<file path="config.mk">
export PLATFORM = sky130hd
export DESIGN_NAME = conv_relu_bram_flat
export DESIGN_NICKNAME = d
export VERILOG_FILES = /design/src/rtl/conv_relu_bram_if.sv /design/src/rtl/conv_relu_bram.sv /design/src/flat_wrapper.sv
export SDC_FILE = /design/constraint.sdc
export NUM_CORES = 1
export LEC_CHECK = 0
export CORE_MARGIN = 2
export CORE_UTILIZATION = 50
export DETAILED_ROUTE_END_ITERATION = 6
export PLACE_DENSITY = 0.66
export SYNTH_ARGS = -nofsm -noshare
export SYNTH_HDL_FRONTEND = slang
export SYNTH_SLANG_ARGS = --single-unit
</file>
<file path="constraint.sdc">
create_clock -name clk -period 12.84 [get_ports clk]
set_clock_uncertainty 0.15 [all_clocks]
set_input_delay 3.852 -clock clk [delete_from_list [all_inputs] [get_ports clk]]
set_output_delay 3.852 -clock clk [all_outputs]
set_load 0.01 [all_outputs]
</file>
<file path="src/rtl/conv_relu_bram_if.sv">
// conv_relu_bram_if
//   Groups the control/load/readback signals of conv_relu_bram.
//   master : the side that loads the image, starts a run and reads results
//   slave  : the convolution engine itself
//   Signals:
//     start      - level request to begin a run (honoured in IDLE or DONE)
//     load_en    - image memory write strobe
//     load_addr  - image write address, row-major r*IMG_W+c
//     load_data  - unsigned 8-bit pixel
//     infer_addr - result read address, row-major r*OUT_W+c
//     infer_dout - result read data, one cycle after infer_addr
//     done       - high once the whole output map is written
//     curr_state - current FSM state encoding
interface conv_relu_bram_if;
    logic        start;
    logic        load_en;
    logic [15:0] load_addr;
    logic [7:0]  load_data;
    logic [15:0] infer_addr;
    logic [7:0]  infer_dout;
    logic        done;
    logic [3:0]  curr_state;

    modport master (
        output start, load_en, load_addr, load_data, infer_addr,
        input  infer_dout, done, curr_state
    );

    modport slave (
        input  start, load_en, load_addr, load_data, infer_addr,
        output infer_dout, done, curr_state
    );
endinterface

</file>
<file path="src/rtl/conv_relu_bram.sv">
// conv_relu_bram
//   Sequential KxK convolution over an IMG_W x IMG_W unsigned 8-bit image held
//   in an internal block RAM, followed by ReLU and saturation to 8 bits. Each
//   output pixel is produced by a READ/WAIT/ACC loop per tap (one multiply per
//   tap) then WRITE and NEXT, so every output pixel costs 3*K*K+2 cycles.
//   Ports:
//     clk   - clock, all state changes on posedge
//     rst_n - asynchronous active-low reset (control, accumulator, readback)
//     bus   - conv_relu_bram_if.slave: image load port, start/done handshake,
//             result readback port and current state
module conv_relu_bram #(
    parameter int                 IMG_W  = 9,
    parameter int                 K      = 3,
    parameter logic [8*K*K-1:0]   KERNEL = {(K*K){8'h01}},
    parameter int                 SHIFT  = 0
) (
    input  logic                   clk,
    input  logic                   rst_n,
    conv_relu_bram_if.slave        bus
);
    localparam int DATA_W = 8;
    localparam int COEF_W = 8;
    localparam int ACC_W  = 20;
    localparam int OUT_W  = IMG_W - K + 1;
    localparam int IMG_N  = IMG_W * IMG_W;
    localparam int OUT_N  = OUT_W * OUT_W;
    localparam int TAPS   = K * K;
    localparam int IA_W   = $clog2(IMG_N);
    localparam int RA_W   = $clog2(OUT_N);
    localparam int XY_W   = $clog2(OUT_W + 1);
    localparam int T_W    = $clog2(K + 1);
    localparam int TAP_W  = $clog2(TAPS + 1);

    localparam logic [15:0]             IMG_N16  = 16'(IMG_N);
    localparam logic [15:0]             OUT_N16  = 16'(OUT_N);
    localparam logic [XY_W-1:0]         XY_LAST  = XY_W'(OUT_W - 1);
    localparam logic [T_W-1:0]          T_LAST   = T_W'(K - 1);
    localparam logic [TAP_W-1:0]        TAP_LAST = TAP_W'(TAPS - 1);
    localparam logic signed [ACC_W-1:0] SAT_MAX  = ACC_W'(255);

    typedef enum logic [3:0] {
        S_IDLE  = 4'd0,
        S_READ  = 4'd1,
        S_WAIT  = 4'd2,
        S_ACC   = 4'd3,
        S_WRITE = 4'd4,
        S_NEXT  = 4'd5,
        S_DONE  = 4'd6
    } state_t;

    state_t                     state;
    logic [XY_W-1:0]            ox, oy;
    logic [T_W-1:0]             tx, ty;
    logic [TAP_W-1:0]           tap;
    logic signed [ACC_W-1:0]    acc;
    logic                       done_q;
    logic [DATA_W-1:0]          dout_q;

    logic [DATA_W-1:0]          img_mem [IMG_N];
    logic [DATA_W-1:0]          res_mem [OUT_N];
    logic [DATA_W-1:0]          pix_p0;

    logic [IA_W-1:0]            img_rd_addr;
    logic [RA_W-1:0]            res_wr_addr;
    logic signed [COEF_W-1:0]   weight;
    logic                       load_ok;
    logic                       infer_ok;
    logic                       idle_or_done;

    // Zero-extended pixel times signed weight, sign-extended to accumulator width.
    function automatic logic signed [ACC_W-1:0] mac_term(
        input logic [DATA_W-1:0]        pix,
        input logic signed [COEF_W-1:0] w
    );
        logic signed [DATA_W:0]          px_s;
        logic signed [DATA_W+COEF_W:0]   prod;
        px_s = signed'({1'b0, pix});
        prod = px_s * w;
        return ACC_W'(prod);
    endfunction

    // Scale, then ReLU (negative -> 0) and saturate to the 8-bit output range.
    function automatic logic [DATA_W-1:0] relu_clamp(
        input logic signed [ACC_W-1:0] a
    );
        logic signed [ACC_W-1:0] s;
        s = a >>> SHIFT;
        if (s[ACC_W-1])
            return '0;
        else if (s > SAT_MAX)
            return '1;
        else
            return DATA_W'(s);
    endfunction

    always_comb begin
        img_rd_addr  = IA_W'((int'(oy) + int'(ty)) * IMG_W + int'(ox) + int'(tx));
        res_wr_addr  = RA_W'(int'(oy) * OUT_W + int'(ox));
        weight       = KERNEL[int'(tap) * COEF_W +: COEF_W];
        idle_or_done = (state == S_IDLE) || (state == S_DONE);
        load_ok      = bus.load_en && idle_or_done && (bus.load_addr < IMG_N16);
        infer_ok     = (state == S_DONE) && !bus.start && (bus.infer_addr < OUT_N16);
    end

    // Image RAM: host writes only while idle; the engine reads one tap per READ.
    always_ff @(posedge clk) begin
        if (load_ok)
            img_mem[bus.load_addr[IA_W-1:0]] <= bus.load_data;
        if (state == S_READ)
            pix_p0 <= img_mem[img_rd_addr];
    end

    // Result RAM: one write per output pixel; survives reset by design.
    always_ff @(posedge clk) begin
        if (state == S_WRITE)
            res_mem[res_wr_addr] <= relu_clamp(acc);
    end

    // Control FSM, window/tap counters and accumulator.
    always_ff @(posedge clk or negedge rst_n) begin
        if (!rst_n) begin
            state  <= S_IDLE;
            ox     <= '0;
            oy     <= '0;
            tx     <= '0;
            ty     <= '0;
            tap    <= '0;
            acc    <= '0;
            done_q <= 1'b0;
        end else begin
            case (state)
                S_IDLE, S_DONE: begin
                    if (bus.start) begin
                        state  <= S_READ;
                        ox     <= '0;
                        oy     <= '0;
                        tx     <= '0;
                        ty     <= '0;
                        tap    <= '0;
                        acc    <= '0;
                        done_q <= 1'b0;
                    end
                end
                S_READ:  state <= S_WAIT;
                S_WAIT:  state <= S_ACC;
                S_ACC: begin
                    acc <= acc + mac_term(pix_p0, weight);
                    if (tap == TAP_LAST) begin
                        state <= S_WRITE;
                    end else begin
                        tap <= tap + 1'b1;
                        if (tx == T_LAST) begin
                            tx <= '0;
                            ty <= ty + 1'b1;
                        end else begin
                            tx <= tx + 1'b1;
                        end
                        state <= S_READ;
                    end
                end
                S_WRITE: state <= S_NEXT;
                S_NEXT: begin
                    acc <= '0;
                    tap <= '0;
                    tx  <= '0;
                    ty  <= '0;
                    if (ox != XY_LAST) begin
                        ox    <= ox + 1'b1;
                        state <= S_READ;
                    end else begin
                        ox <= '0;
                        if (oy != XY_LAST) begin
                            oy    <= oy + 1'b1;
                            state <= S_READ;
                        end else begin
                            oy     <= '0;
                            state  <= S_DONE;
                            done_q <= 1'b1;
                        end
                    end
                end
                default: state <= S_IDLE;
            endcase
        end
    end

    // Readback: zero outside DONE (and on the edge that leaves DONE) or out of range.
    always_ff @(posedge clk or negedge rst_n) begin
        if (!rst_n)
            dout_q <= '0;
        else if (infer_ok)
            dout_q <= res_mem[bus.infer_addr[RA_W-1:0]];
        else
            dout_q <= '0;
    end

    assign bus.done       = done_q;
    assign bus.curr_state = state;
    assign bus.infer_dout = dout_q;

endmodule

</file>
<file path="src/flat_wrapper.sv">
// flat-port wrapper written by rule: the top's interface ports become plain ports
module conv_relu_bram_flat 
#(
    parameter int                 IMG_W  = 9,
    parameter int                 K      = 3,
    parameter logic [8*K*K-1:0]   KERNEL = {(K*K){8'h01}},
    parameter int                 SHIFT  = 0
)
  (clk, rst_n, bus_start, bus_load_en, bus_load_addr, bus_load_data, bus_infer_addr, bus_infer_dout, bus_done, bus_curr_state);
  conv_relu_bram_if bus_i ();
  input  logic clk;
  input  logic rst_n;
  input wire logic [$bits(bus_i.start)-1:0] bus_start;
  input wire logic [$bits(bus_i.load_en)-1:0] bus_load_en;
  input wire logic [$bits(bus_i.load_addr)-1:0] bus_load_addr;
  input wire logic [$bits(bus_i.load_data)-1:0] bus_load_data;
  input wire logic [$bits(bus_i.infer_addr)-1:0] bus_infer_addr;
  output wire logic [$bits(bus_i.infer_dout)-1:0] bus_infer_dout;
  output wire logic [$bits(bus_i.done)-1:0] bus_done;
  output wire logic [$bits(bus_i.curr_state)-1:0] bus_curr_state;
  assign bus_i.start = bus_start;
  assign bus_i.load_en = bus_load_en;
  assign bus_i.load_addr = bus_load_addr;
  assign bus_i.load_data = bus_load_data;
  assign bus_i.infer_addr = bus_infer_addr;
  assign bus_infer_dout = bus_i.infer_dout;
  assign bus_done = bus_i.done;
  assign bus_curr_state = bus_i.curr_state;
  conv_relu_bram #(.IMG_W(IMG_W), .K(K), .KERNEL(KERNEL), .SHIFT(SHIFT)) u_core (.clk(clk), .rst_n(rst_n), .bus(bus_i));
endmodule
</file>
-- Yosys cells after proc, flatten, opt, wreduce, memory -nomap -nowiden
Memory sizes are Yosys's and may differ from the RTL's. A register that Yosys moved wholly into a read port is not among the register bits.
Cells that the tools add are included.
- eq/ne operators: 15
- magnitude comparators: 3
- shift operators: 1
- multiply operators: 3
- muxes and demuxes: 35
- bitwise gates (word level): 0
- add/subtract/negate cells: 10
- divide/modulo/power cells: 0
- reductions and logical operators: 16
- operators with widths (kind ; count):
    72-bit by 8-bit variable part select with 8-bit output, first input constant ; 1
    20-bit case mux with 3 select lines ; 1
    32-bit by 5-bit multiplier with 7-bit output, second input constant ; 1
    8-bit 2-to-1 mux ; 4
    4-bit case mux with 6 select lines ; 1
    20-bit by 17-bit adder with 20-bit output ; 1
    20-bit by 9-bit greater-than comparator with 1-bit output, second input constant ; 1
    20-bit 2-to-1 mux ; 1
    3-bit 2-to-1 mux ; 6
    9-bit by 8-bit multiplier with 17-bit output ; 1
    16-bit by 6-bit less-than comparator with 1-bit output, second input constant ; 1
    16-bit by 7-bit less-than comparator with 1-bit output, second input constant ; 1
    4-bit 2-to-1 mux ; 4
    4-bit by 3-bit == test with 1-bit output, second input constant ; 3
    2-bit case mux with 3 select lines ; 2
    3-bit case mux with 2 select lines ; 2
    4-bit case mux with 3 select lines ; 1
    2-bit 2-to-1 mux ; 5
    4-bit by 2-bit == test with 1-bit output, second input constant ; 2
    2-bit != test, second input constant ; 4
    4-bit AND reduction ; 2
    7-bit by 3-bit adder with 7-bit output ; 1
    7-bit by 4-bit adder with 7-bit output ; 1
    1-bit 2-to-1 mux ; 7
    21 further kinds ; 29
- register bits after elaboration: 47
- input port bits: 44
- bits in latches: 0
- memories: 2
- ROM bits: 0
- logic and storage cells: 94
- RAM bits: 1040
- output and inout port bits: 13
- memory list (name ; depth ; width ; read ports ; clocked after Yosys merged registers in ; wr ports ; line ; RTL):
    u_core.img_mem ; 81 ; 8 ; 1 ; 1 ; 1 ; conv_relu_bram.sv:59 ; logic [DATA_W-1:0] img_mem [IMG_N];
    u_core.res_mem ; 49 ; 8 ; 1 ; 0 ; 1 ; conv_relu_bram.sv:60 ; logic [DATA_W-1:0] res_mem [OUT_N];

-- Logic depth before layout (Yosys ltp)
Gate-level depths: netlist of run 1.
- depth in word-level cells: 6
- mapped depth: 20
- mapped depth without buffers: 20

-- Worst setup path after synthesis of run 1
No wires, ideal clock.
- path kind: in2reg
- start point: input port bus_load_addr[15]
- end point: memory u_core.img_mem[30][0] (enable)
- slack: 6.772 ns
- required time: 12.320 ns
- stages: 6
- buffers on the path: 0
- library setup time: 0.370 ns
- arrival time: 5.548 ns
- cells stage by stage: or4_1 nor4_1 nand2_1 nor2_1 nand3_1 nor2_1
- cells in the longest elaborated chain, start to end: 4
- RTL lines (element ; line ; RTL):
    start, declared ; flat_wrapper.sv:15 ; input wire logic [$bits(bus_i.load_addr)-1:0] bus_load_addr;
    16-bit by 7-bit less-than comparator with 1-bit output ; conv_relu_bram.sv:101 ; load_ok = bus.load_en && idle_or_done && (bus.load_addr < IMG_N16);
    1-bit logical AND ; conv_relu_bram.sv:101 ;
    1-bit 2-to-1 mux ; conv_relu_bram.sv:107 ; if (load_ok)
    1-bit 2-to-1 mux (implied by the code) ; conv_relu_bram.sv:108 ; img_mem[bus.load_addr[IA_W-1:0]] <= bus.load_data;
    end, declared ; conv_relu_bram.sv:59 ;
Every way passes these cells.

-- Final worst setup path of run 1
- start point: register u_core.oy[0]
- end point: register u_core.pix_p0[2], read port of u_core.img_mem (data pin)
- cells in the longest elaborated chain, start to end: 4
- RTL lines (element ; line ; RTL):
    start, declared ; conv_relu_bram.sv:52 ; logic [XY_W-1:0] ox, oy;
    start signal, assigned ; conv_relu_bram.sv:173 ; oy <= oy + 1'b1;
    3-bit by 2-bit adder with 4-bit output ; conv_relu_bram.sv:97 ; img_rd_addr = IA_W'((int'(oy) + int'(ty)) * IMG_W + int'(ox) + int'(tx));
    32-bit by 5-bit multiplier with 7-bit output ; conv_relu_bram.sv:97 ;
    7-bit by 4-bit adder with 7-bit output ; conv_relu_bram.sv:97 ;
    7-bit by 3-bit adder with 7-bit output ; conv_relu_bram.sv:97 ;
    end, declared ; conv_relu_bram.sv:61 ; logic [DATA_W-1:0] pix_p0;
Every way passes these cells.
A chain may end at the register's enable or synchronous reset.

==> impl_metrics.yaml, run 1 <==
pwr:
  power.leakage_uw: 0.0169
  ir_drop_mv: 0.320
  p_per_area_nw_per_um2: 221
  power_uw: 11300
global_routing:
  grt_pass1_vias: 28100
  track_usage: 0.263
  grt_max_degree: 158
  overflow: 0
  antenna_found_initial: 1
  grt_pass1_wl_um: 183000
cts:
  clkTransAtPathRegs_ps: 70
  ctsHoldBuffers: 0
  clk_latency_ps: 720
  root_buffer: "clkbuf_16"
  clock_path_buffers: 3
  postCtsResizedCells: 0
  cts_tree: "done"
  post_cts_buffers: 0
  cts_made_buffers: 109
  cts.sinks: 1094
  htreeDepth: 3
sta:
  hold_violations: 0
  slew_violations: 0
  setup_viol: 0
  timing.fmax_ghz: 0.135
  fin_tns_setup_ps: 0
  slew_headroom: 0.0866
  rsz0062_at_grt: "false"
  period_needed_ps: 7410
  tightest_slew_ps: 1360
  fin_crit_sh: 0.577
status:
  outcome: "complete, but fails checks"
  violations: "DRC"
logic_synthesis:
  avgSynthCellArea_um2: 14.2
  yosys-top-cells-area: "edfxtp_1, nand2_1, mux4_2"
  mappedNetlistNets: 3347
  ys.flop_type: "edfxtp_1"
  synth_top_area_frac: 0.686
  ys_ff_latch: 1094
  syn_inst: 3239
  syn_area_um2: 45900
  synth.distinct_cells: 78
  synth_top_cell_by_area: "edfxtp_1"
  async_flop_share: 0.0420
  synth_edf_count: 1048
  ys_seq_area_frac: 0.711
  synth_warnings: 0
critical_path:
  cp-end-kind: "flop"
  required_ps: 13150
  criticalPathCategory: "reg2reg"
  crit_path_start_kind: "flop"
  cp_data_arrival_time_ps: 7720
  cp_max_fo: 58
placed_design:
  gp_congestion: 0.955
  dp_hpwl_um: 77400
  port_buffers: 55
floorplan:
  dieArea_um2: 94200
  rows: 111
  fp.dieH_um: 307
  die_x_um: 307
  start_util: 0.503
  core_area_um2: 91200
  io_pins: 57
hold_path:
  hp-class: "reg2reg"
final_layout:
  drive_gt1_frac: 0.105
  final_nets: 3380
  fillers: 7030
  syn_to_final_growth_pct: 11.9
  n_antenna_cell: 0
routing:
  drtIter0Drc: 3842
  via_count: 28900
  drc: 5
  first_pass_iters: 7
  avgViaCountPerCell: 6.36
  routed_wirelength_um: 125000
  wl_per_cell_um: 27.5
  ant_nets: 0
run:
  cap_violations: 0
worst paths after layout:
check                                from                to  slack [ps]  cells after the start
hold reg to reg            u_core.acc[11]    u_core.acc[11]         370                      1
hold / removal             u_core.acc[11]    u_core.acc[11]         370                      1
setup / recovery             u_core.oy[0]  u_core.pix_p0[2]        5430                     16
max in group asynchronous           rst_n      u_core.ox[2]        8950                      2
setup reg to reg             u_core.oy[0]  u_core.pix_p0[2]        5430                     16
min in group asynchronous           rst_n    u_core.acc[12]        3110                      2
stage by stage:
stage               cell area, µm²  utilization  setup WS, ps  hold WS (ps)  instances
global placement             47600        0.522          4990           357       4347
detailed placement           47600        0.522          4950           367       4347
global route                 51300        0.563          5170           390       4549
CTS                          51300        0.563          5560           372       4549
finish                       51300        0.563          5430           370       4549
floorplan                    45900            -          6770           323       3239
report_power, final:
group	internal, µW	switching, µW	total (µW)
logic	1050	2660	3710
clock network	1940	1390	3320
registers	4230	58.1	4290
total	7210	4110	11300
worst max-delay path: stages (launching register included):
cell	delay, ps
dfrtp_1	470
ha_1	250
fa_4	1240
ha_1	260
inv_1	50
fa_1	500
inv_1	60
ha_4	160
fa_4	1410
nor2b_4	720
nand3_1	720
o22ai_1	450
nor2_1	80
o221ai_1	80
nor2_1	130
o22ai_1	220
o41ai_1	110
logic make-up after synthesis:
| group | count (synthesis) | share of synthesized area |
|---|---|---|
| DFF | 1094 | 0.711 |
| and+or+nand+nor | 1090 | 0.105 |
| AOI/OAI and AO/OA | 525 | 0.0738 |
| buffers and inverters | 228 | 0.0224 |
| muxes | 201 | 0.0605 |
| adders and majority gates | 64 | 0.0189 |
| xor gates and xnor gates | 36 | 0.00788 |
| other | 1 | 0.0000817 |
metal layers:
layer,GRT usage,wire (µm),vias to the layer above
li1,-,-,12500
met1,0.353,47500,14300
met2,0.421,58800,1788
met3,0.0564,13200,341
met4,0.108,5410,0
met5,0,0,-
layout by cell type, fill, tap and decap left out, drive strengths merged, types with 31 or more instances in the layout:
cell type and n:
a211oi 34, a21oi 116, a31oi 41, and2 31
buf 63, clkbuf 126, clkdlybuf4s50 44, clkinv 41
dfrtp 46, edfxtp 1048, ha 55, inv 50
mux2 36, mux2i 108, mux4 57, nand2 438
nand3 138, nor2 266, nor3 88, o21ai 113
o22ai 64
flip-flops by register name, indices dropped and copies added, names as in the netlist, 4 cells and up:
register,flops
u_core.img_mem,648
u_core.res_mem,392
u_core.acc,20
u_core.bus.infer_dout,8
u_core.pix_p0,8
u_core.tap,4
cells in the mapped netlist, types with 14 or more instances:
cell type  instances
a211oi_1          34
buf_4             19
edfxtp_1        1048
a22oi_1           22
nand4_1           30
and2_1            30
nor4_1            20
nand3_1          138
xor2_1            17
a21oi_1          116
clkbuf_1          79
buf_2             64
nand2_1          435
buf_1             20
mux2i_1          108
nor3_1            88
mux2_2            36
o21ai_0          108
inv_1             43
o22ai_1           64
mux4_2            55
o221ai_1          16
nor2_1           266
a31oi_1           41
nor2b_1           25
a221oi_1          26
ha_1              55
o31ai_1           14
a32oi_1           25
dfrtp_1           46
xnor2_1           15
layout make-up:
type | count | area, µm² | area share
Clock buffer | 126 | 2800 | 0.0546
Clock inverter | 76 | 941 | 0.0183
Inverter | 43 | 161 | 0.00314
Multi-Input combinational cell | 1917 | 12400 | 0.242
Sequential cell | 1094 | 32600 | 0.636
Tap cell | 1186 | 1480 | 0.0289
Timing Repair Buffer | 107 | 905 | 0.0176
Power figures use the tool's default switching activity.
==> run 2, diff against run 1 <==
- clock period: 12.84 -> 7.52 ns (I/O delays scaled with it)
==> run 2 against run 1 <==
The run now ends clean. Die area stayed put. First-iteration DRC count down 5.4%. Combinational power rose by 71%. Worst setup slack worse by 4400 ps. Non-clock buffer count up 22. Final cell count up 0.35%. Sequential power rose by 71%. Hold slack better by 0.98 ps. Utilization shrank 0.20 points. Routed wire length fell by 4.1%. Total power up 67%. Largest cell class unchanged. Highest routed layer unchanged.
==> impl_metrics.yaml, run 2 (synthesis gave the netlist of run 1 again) <==
placed_design:
  port_buffers: 55
  dp_hpwl_um: 74800
  gp_congestion: 0.957
cts:
  clkTransAtPathRegs_ps: 60
  cts.sinks: 1094
  ctsHoldBuffers: 0
  cts_tree: "done"
  clk_latency_ps: 700
  cts_made_buffers: 106
  clock_path_buffers: 3
  htreeDepth: 3
  root_buffer: "clkbuf_16"
  post_cts_buffers: 0
  postCtsResizedCells: 0
global_routing:
  grt_max_degree: 82
  overflow: 0
  grt_pass1_wl_um: 178000
  antenna_found_initial: 0
  grt_pass1_vias: 28000
  track_usage: 0.252
pwr:
  clockPowerShare: 0.276
  combPwrFrac: 0.336
  p_seq_frac: 0.388
  netSwitchingFraction: 0.365
  ir_drop_mv: 0.368
  p_int_uw: 12000
  power_switching_uw: 6910
  power.leakage_uw: 0.0169
  power_uw: 18900
  p_per_area_nw_per_um2: 370
critical_path:
  cp-end-kind: "flop"
  cp_data_arrival_time_ps: 6790
  cpMaxStageDelayCell: "fa_4"
  cp_max_fo: 26
  crit_path_start_kind: "flop"
  criticalPathCategory: "reg2reg"
  crit_chain: "ha_1, fa_4, ha_1, inv_1, fa_1, inv_1, ha_4, fa_4, buf_4, nand2_1, buf_4, o32ai_1, a31oi_1, nand4_1, a31oi_1, a21oi_1, o41ai_1"
  slowest_delay_ps: 1120
  required_ps: 7810
sta:
  slew_violations: 0
  fin_crit_sh: 0.865
  tightest_slew_ps: 1270
  hold_violations: 0
  rsz0062_at_grt: "false"
  slew_headroom: 0.155
  period_needed_ps: 6500
  timing.fmax_ghz: 0.154
  setup_viol: 0
  fin_tns_setup_ps: 0
routing:
  via_count: 28700
  routed_wirelength_um: 120000
  drc: 0
  wl_per_cell_um: 26.2
  drtIter0Drc: 3634
  first_pass_iters: 6
  ant_nets: 0
  avgViaCountPerCell: 6.29
final_layout:
  final_nets: 3399
  fillers: 7097
  final_cell_mix: "edfxtp_1, nand2_1, nor2_1"
  largest_reg_flops: 648
  layout_commonest_cell: "edfxtp_1"
  post-route-util: 0.561
  multiInputGateArea_um2: 12400
  register_area_um2: 32600
  syn_to_final_growth_pct: 11.5
  n_antenna_cell: 0
  drive_gt1_frac: 0.104
hold_path:
  hp-class: "reg2reg"
floorplan:
  rows: 111
  fp.dieH_um: 307
  die_x_um: 307
  core_area_um2: 91200
  dieArea_um2: 94200
  start_util: 0.503
  io_pins: 57
status:
  outcome: "completed"
run:
  cap_violations: 0
[run 2: final cells by class]
type	instances	share of cell area
inverter	43	0.00316
tap	1186	0.0290
multi-input combinational	1917	0.243
sequential	1094	0.638
clock inverter	63	0.0125
clock buffer	133	0.0538
timing repair buffer	129	0.0212
[run 2: per-stage QoR]
step	setup slack [ps]	instance area, µm²	std cells	hold WS [ps]
2_1_floorplan	2610	45900	3239	323
3_3_place_gp	1210	47800	4369	352
3_5_place_dp	1170	47800	4369	364
4_1_cts	1150	51100	4565	373
5_1_grt	900	51100	4565	422
6_report	1020	51100	4565	371
[run 2: worst paths after layout]
path                                start          endpoint  slack (ps)  cells past startpoint
hold / removal             u_core.acc[11]    u_core.acc[11]         370                      1
min in group asynchronous           rst_n      u_core.oy[2]        1540                      2
max in group asynchronous           rst_n      u_core.ty[1]        5250                      2
setup reg to reg             u_core.oy[0]  u_core.pix_p0[2]        1020                     17
setup / recovery             u_core.oy[0]  u_core.pix_p0[2]        1020                     17
hold reg to reg            u_core.acc[11]    u_core.acc[11]         370                      1
[run 2: power groups by stage]
stage | sequential (µW) | combinational (µW) | clock, µW
2_1_floorplan | 7420 | 4190 | 0
3_3_place_gp | 7450 | 6140 | 0
3_5_place_dp | 7460 | 6240 | 0
4_1_cts | 7330 | 6280 | 5260
5_1_grt | 7340 | 6850 | 5510
6_report | 7330 | 6350 | 5210
[run 2: critical path, delay by kind of cell, from the launching register on]
kind                     cells  cell delay (ps)
adder cells (fa/ha/maj)      6             2950
AO/OA/AOI/OAI                5             1230
AND/OR/NAND/NOR              2              570
flip-flops                   1              460
buffers and inverters        4              850
[run 2: layer usage]
layer | wire length [µm] | vias up | global-route usage
li1 | - | 12500 | -
met1 | 47400 | 14400 | 0.339
met2 | 57400 | 1559 | 0.415
met3 | 10500 | 283 | 0.0452
met4 | 4480 | 0 | 0.0918
met5 | 0 | - | 0
